## src/rtl/rect_fill_plotter.sv

```systemverilog
// rect_fill_plotter: latches a rectangle command and sweeps it one pixel per clock onto the DESim VGA plot port.
// Define RECT_FILL_CLIP_EN to suppress plotting of pixels beyond XMAX/YMAX; otherwise coordinates wrap.
module rect_fill_plotter #(
  parameter int XW   = 8,
  parameter int YW   = 7,
  parameter int CW   = 24,
  parameter int XMAX = 159,
  parameter int YMAX = 119
) (
  input  logic          CLOCK_50,
  input  logic          Resetn,
  input  logic          start,
  input  logic [XW-1:0] x0,
  input  logic [YW-1:0] y0,
  input  logic [XW-1:0] width,
  input  logic [YW-1:0] height,
  input  logic [CW-1:0] color,
  input  logic          pause,
  output logic          busy,
  output logic          done,
  output logic [XW-1:0] VGA_X,
  output logic [YW-1:0] VGA_Y,
  output logic [CW-1:0] VGA_COLOR,
  output logic          plot
);

  typedef enum logic [1:0] {ST_IDLE, ST_DRAW, ST_DONE} state_t;

  state_t        state, state_next;
  logic [XW-1:0] cx, cx_next, lx0, lw, base_x, pix_x;
  logic [YW-1:0] cy, cy_next, ly0, lh, base_y, pix_y;
  logic [CW-1:0] lcolor;
  logic          plot_q, accept, load_pix, pix_ok;

  if (YW != XW - 1) begin : g_bad_yw
    $error("rect_fill_plotter: YW must equal XW-1");
  end
  if (XMAX >= 2**XW || YMAX >= 2**YW) begin : g_bad_max
    $error("rect_fill_plotter: XMAX/YMAX exceed coordinate range");
  end

  assign accept = (state == ST_IDLE) && start;

  // NOTE: every signal driven here gets a default first, so no path can infer a latch.
  always_comb begin
    state_next = state;
    cx_next    = cx;
    cy_next    = cy;
    unique case (state)
      ST_IDLE: begin
        if (start) begin
          cx_next    = '0;
          cy_next    = '0;
          state_next = (width == '0 || height == '0) ? ST_DONE : ST_DRAW;
        end
      end
      ST_DRAW: begin
        if (!pause) begin
          if (cx == lw - 1'b1) begin
            cx_next = '0;
            cy_next = cy + 1'b1;
            if (cy == lh - 1'b1) state_next = ST_DONE;
          end else begin
            cx_next = cx + 1'b1;
          end
        end
      end
      ST_DONE: state_next = ST_IDLE;
      default: state_next = ST_IDLE;
    endcase
  end

  // The pixel registered at an edge is the one the counters point to after it;
  // on the accepting edge the origin comes straight from the inputs.
  assign base_x   = accept ? x0 : lx0;
  assign base_y   = accept ? y0 : ly0;
  assign load_pix = (state_next == ST_DRAW) && (accept || !pause);

`ifdef RECT_FILL_CLIP_EN
  localparam logic [XW:0] X_LIM = (XW+1)'(XMAX);
  localparam logic [YW:0] Y_LIM = (YW+1)'(YMAX);
  logic [XW:0] px_wide;
  logic [YW:0] py_wide;

  assign px_wide = {1'b0, base_x} + {1'b0, cx_next};
  assign py_wide = {1'b0, base_y} + {1'b0, cy_next};
  assign pix_x   = px_wide[XW-1:0];
  assign pix_y   = py_wide[YW-1:0];
  assign pix_ok  = (px_wide <= X_LIM) && (py_wide <= Y_LIM);
`else
  assign pix_x  = base_x + cx_next;
  assign pix_y  = base_y + cy_next;
  assign pix_ok = 1'b1;
`endif

  // NOTE: sequential state uses non-blocking assignments so every register samples pre-edge values.
  always_ff @(posedge CLOCK_50 or negedge Resetn) begin
    if (!Resetn) begin
      state     <= ST_IDLE;
      cx        <= '0;
      cy        <= '0;
      lx0       <= '0;
      ly0       <= '0;
      lw        <= '0;
      lh        <= '0;
      lcolor    <= '0;
      VGA_X     <= '0;
      VGA_Y     <= '0;
      VGA_COLOR <= '0;
      plot_q    <= 1'b0;
    end else begin
      state <= state_next;
      cx    <= cx_next;
      cy    <= cy_next;
      if (accept) begin
        lx0    <= x0;
        ly0    <= y0;
        lw     <= width;
        lh     <= height;
        lcolor <= color;
      end
      if (load_pix) begin
        VGA_X     <= pix_x;
        VGA_Y     <= pix_y;
        VGA_COLOR <= accept ? color : lcolor;
        plot_q    <= pix_ok;
      end else if (state_next != ST_DRAW) begin
        plot_q <= 1'b0;
      end
    end
  end

  // Pause gates the registered strobe directly so it bites in the cycle it rises.
  assign plot = plot_q & ~pause;
  assign busy = (state != ST_IDLE);
  assign done = (state == ST_DONE);

endmodule

```

## config.mk

```make
export PLATFORM = sky130hd
export DESIGN_NAME = rect_fill_plotter
export DESIGN_NICKNAME = d
export VERILOG_FILES = /design/src/rtl/rect_fill_plotter.sv
export SDC_FILE = /design/constraint.sdc
export NUM_CORES = 1
export LEC_CHECK = 0
export CORE_MARGIN = 2
export CORE_UTILIZATION = 55
export CTS_CLUSTER_DIAMETER = 150
export DETAILED_ROUTE_END_ITERATION = 12
export PLACE_DENSITY_LB_ADDON = 0.2
export SYNTH_ARGS = -nofsm -noshare
export SYNTH_HDL_FRONTEND = slang
export SYNTH_SLANG_ARGS = --single-unit
```

## constraint.sdc

```tcl
create_clock -name CLOCK_50 -period 8.45 [get_ports CLOCK_50]
set_input_delay 1.2675 -clock CLOCK_50 [delete_from_list [all_inputs] [get_ports CLOCK_50]]
set_output_delay 1.2675 -clock CLOCK_50 [all_outputs]
set_load 0.005 [all_outputs]
```

== Word-level counts from Yosys, hierarchy flattened ==
Index checks and enable logic that the tools add are counted.
Widths: inputs -> output; s select.
Word-level totals
  memories: 0
  register bits: 111
  memory bits (read-only): 0
  bits in latches: 0
  memory bits (writable): 0
Cells by class
  equal/unequal tests: 6
  reductions and logical operators: 10
  shifts and indexed selects: 0
  multiply operators: 0
  mux-type cells: 19
  divide/modulo/power cells: 0
  bitwise logic cells: 2
  magnitude comparators: 0
  add/subtract/negate cells: 6
Operator list (number)
  $mux 8: 4
  $mux 7: 4
  $mux 24: 1
  $pmux 8 s2: 1
  $pmux 7 s2: 1
  $mux 2: 5
  $add 8x1->8 const B: 1
  $add 8x8->8: 1
  $eq 8x8->1: 1
  $logic_not 8->1: 1
  $sub 8x1->8 const B: 1
  $add 7x1->7 const B: 1
  $add 7x7->7: 1
  $eq 7x7->1: 1
  $logic_not 7->1: 1
  $sub 7x1->7 const B: 1
  $eq 2x1->1 const B: 2
  $pmux 2 s2: 1
  $reduce_bool 2->1: 2
  $eq 2x2->1 const B: 1
  $logic_and 1x1->1: 2
  $logic_not 2->1: 1
  $logic_or 1x1->1: 2
  $mux 1: 2
  other kinds (4): 4

== Longest topological paths before layout ==
  depth in word-level cells: 9
  gate-level depth with buffers: 23
  mapped depth without buffers: 20

== Worst setup path after synthesis ==
Ideal clock, no wire load.
  path type: input port to flip-flop
  from: input port start
  to: register VGA_Y[6]
  setup time: 132 ps
  buffers on the path: 3
  slack: 4045 ps
  cell stages on the path: 17
  data required time: 8318 ps
  arrival: 4274 ps
  cell sequence: nor3b_1 clkbuf_1 clkbuf_1 buf_1 nand2_1 nand2_1 ha_1 inv_1 fa_1 nor2b_1 o21ai_0 a21oi_1 nand2_1 or3_1 a31oi_1 or4_1 o211ai_2
RTL lines
  start, declared: line 12  | input logic start,
  $logic_and 1x1->1: line 42  | assign accept = (state == ST_IDLE) && start;
  $mux 7
  net base_y[0]: line 31  | logic [YW-1:0] cy, cy_next, ly0, lh, base_y, pix_y;
  $add 7x7->7: line 92  | assign pix_y = base_y + cy_next;
  end signal, assigned: line 124  | VGA_Y <= pix_y;
  end, declared: line 22  | output logic [YW-1:0] VGA_Y,
The timed path passes the listed nets, and every way through them passes these cells.
A chain may end at the register's enable or synchronous reset.

== Worst setup path in the final report ==
  from: input port pause
  to: register VGA_Y[6]
RTL lines
  start, declared: line 18  | input logic pause,
  $mux 7: line 58  | if (!pause) begin
  $pmux 7 s2: line 49  | unique case (state)
  net cy_next[0]: line 31
  $add 7x7->7: line 92
The timed path passes the listed nets, and every way through them passes these cells.

==> flow_summary.yaml <==
setup_path:
  slowest_stage: "clkdlybuf4s50_1"
  critPathMaxFanout: 17
  crit_required_ns: 8.67
  critPathMaxStageDelay_ns: 0.57
  critPathKind: "in -> reg"
  startpoint: "pause"
  path_cells: "clkdlybuf4s50_1 -> nor3_1 -> o211ai_1 -> a211o_1 -> nor2_1 -> xnor2_1 -> nor2_1 -> ha_1 -> inv_1 -> fa_1 -> nor2b_1 -> o21ai_0 -> a21oi_1 -> nand2_1 -> or3_1 -> a31oi_1 -> or4_1 -> o211ai_2"
  timing.rr.start: "lw[0]"
  cp-start-kind: "input port"
  crit_top_cell: "nor2_1"
  cp_data_arrival_time_ns: 5.28
  critPathCaptureType: "flop"
finish:
  regArea_sq_um: 2780
  fin_cells: 793
  final_area_sq_um: 6870
  fillers: 781
  num_antenna_cells: 0
  finish.utilization: 0.699
  drive_gt1_frac: 0.0894
  multiInputGateArea_sq_um: 2650
  nets: 732
  syn2layout_area_growth_pct: 22.6
global_routing:
  grt_pass1_vias: 4334
  grt_max_degree: 69
  antenna_found_initial: 0
  met1_usage: 0.324
  met3_usage: 0.0692
  grt_first_pass_wirelength_um: 20900
  grt_use_met2: 0.358
  grt.overflow.total: 0
  grtUsageTotal: 0.235
  top_usage_layer: "met2"
routing:
  vias: 4193
  firstDrtPassIters: 4
  ant_nets: 0
  finalWirelength_um: 12200
  viasPerCell: 5.29
  drt_iter0_markers: 231
  wire_per_inst_um: 15.4
  drc: 0
floorplan:
  floorplan.rows: 36
  io_pins: 100
  die_x_um: 105
  coreArea_sq_um: 9820
  die_y_um: 105
  start_util: 0.570
  dieArea_sq_um: 11000
yosys:
  synth_ff_type: "dfrtp_1"
  ys_top_cells_by_area: "dfrtp_1 (50%), nand2_1 (11%), mux2_4 (7.8%), ha_1 (3.8%), xnor2_1 (3.6%)"
  synth_cells: 563
  yosysSeqAreaShare: 0.496
  synth.distinct_cells: 52
  async_flop_share: 1.00
  synth_top_area_frac: 0.496
  yosys.area.top_type: "dfrtp_1"
  syn-num-nets: 640
  ys_ff_latch: 111
  synth_area_sq_um: 5600
  syn_avg_cell_area_sq_um: 9.95
  yosysWarningCount: 0
  synth-edff-count: 0
timing:
  fmax_mhz: 198
  fin_crit_sh: 0.598
  worst_pin_slew_ns: 0.838
  drv_slew: 0
  tns_ns: 0
  setup_violations: 0
  finalCriticalPeriod_ns: 5.06
  worst_hold_slack_ns: 0.482
  final_hold_viol_count: 0
  slew_headroom: 0.442
  grt_setup_unrepaired: "false"
  finalClockSkew_ns: 0.0135
clock_tree:
  path_clk_slew_ns: 0.10
  clock_path_buffers: 2
  htree_levels: 3
  cts.sinks: 111
  cts_setup_buffers: 0
  root_buffer: "clkbuf_8"
  cts_buffers: 9
  clk_latency_ns: 0.36
  tritoncts: "done"
  cts_hold_buf: 0
  cts_resized: 0
placement:
  io_buffers: 99
  placed_area_sq_um: 6680
  gp_congestion: 0.821
  placed_cells: 777
  dpl.hpwl_um: 8470
worst_hold_path:
  min_path_type: "reg -> reg"
  min-delay-start: "lcolor[3]"
power:
  power_per_cell_area_nw_per_um2: 333
  vdd_drop_max_mv: 0.176
  p_leak_nw: 3.22
status:
  outcome: "finished clean"
flow_run:
  drv_cap: 0
==> flip-flops by register name, summed over array words and instances (netlist names), 8 cells and up <==
name / flops
lx0: 8
lw: 8
lcolor: 24
VGA_X: 8
cx: 8
VGA_COLOR: 24
==> cell usage in the layout (no fill, tap or decap), types with 12 or more instances in the layout <==
| cell | count |
|---|---|
| nand2_1 | 169 |
| a21oi_1 | 22 |
| nor2_1 | 25 |
| clkdlybuf4s50_1 | 98 |
| xor2_1 | 12 |
| o21ai_0 | 22 |
| mux2_4 | 29 |
| xnor2_1 | 23 |
| ha_1 | 17 |
| inv_1 | 16 |
| dfrtp_1 | 111 |
==> worst max-delay path, delay by kind of cell <==
kind	cells	cell delay (ns)
xor+xnor	1	0.11
simple gates	7	1.39
fa+ha+maj	2	0.63
buf+inv	2	0.64
compound gates	6	1.24
==> where the power goes <==
group / internal [mW] / leakage [nW] / switching, mW
sequential: 0.762 / 1.38 / 0.159
combinational: 0.584 / 1.75 / 0.480
clock: 0.126 / 0.0878 / 0.176
total: 1.47 / 3.22 / 0.815
==> cells in the mapped netlist, types with 4 or more instances <==
master / n
nand2_1: 169
buf_6: 4
o21bai_1: 5
clkbuf_1: 12
xnor2_1: 23
nand2b_1: 6
and3_1: 5
nor2_1: 25
mux2_4: 29
ha_1: 17
o21ai_0: 22
inv_1: 16
a21oi_1: 22
xor2_1: 12
nand3_1: 9
nor3_1: 9
dfrtp_1: 111
mux2i_1: 10
nor2b_1: 6
==> routing by layer <==
metal | vias up | wire (um)
met1 | 2006 | 5540
li1 | 2056 | -
met5 | - | 0
met2 | 111 | 5640
met4 | 0 | 227
met3 | 20 | 776
==> path summary, 6_finish.rpt <==
| check | endpoint | slack (ns) | cells after the start |
|---|---|---|---|
| hold / removal | lcolor[3] | 0.48 | 2 |
| setup reg to reg | VGA_Y[6] | 3.82 | 20 |
| setup / recovery | VGA_Y[6] | 3.39 | 18 |
| min in group asynchronous | lh[1] | 0.88 | 1 |
| max in group asynchronous | VGA_COLOR[6] | 6.31 | 2 |
| hold reg to reg | lcolor[3] | 0.48 | 2 |
==> per-stage QoR <==
step | power [mW] | worst slack (ns)
after detailed placement | 1.99 | 3.14
after floorplan | 1.60 | 4.04
after CTS | 2.30 | 3.46
after global routing | 2.47 | 3.15
final | 2.29 | 3.39
after global placement | 1.95 | 3.34
==> final cells by class <==
class / instances / share of cell area
well taps: 133 / 0.0242
repair buffers: 104 / 0.149
clock buffers: 13 / 0.0231
flip-flops and latches: 111 / 0.405
inverters: 16 / 0.00875
multi-input cells: 413 / 0.386
clock inverters: 3 / 0.00383
==> kinds of logic (layout without fill, tap and decap cells) <==
kind of cell,after synthesis,after routing,share of synthesized area
AND/OR/NAND/NOR,246,246,0.189
flip-flops,111,111,0.496
AO/OA/AOI/OAI,73,73,0.0845
multiplexers,40,40,0.0976
buffers and inverters,39,136,0.0328
XOR/XNOR,35,35,0.0547
adder cells (fa/ha/maj),19,19,0.0451
Note: power is estimated with default switching activity, not from simulation.
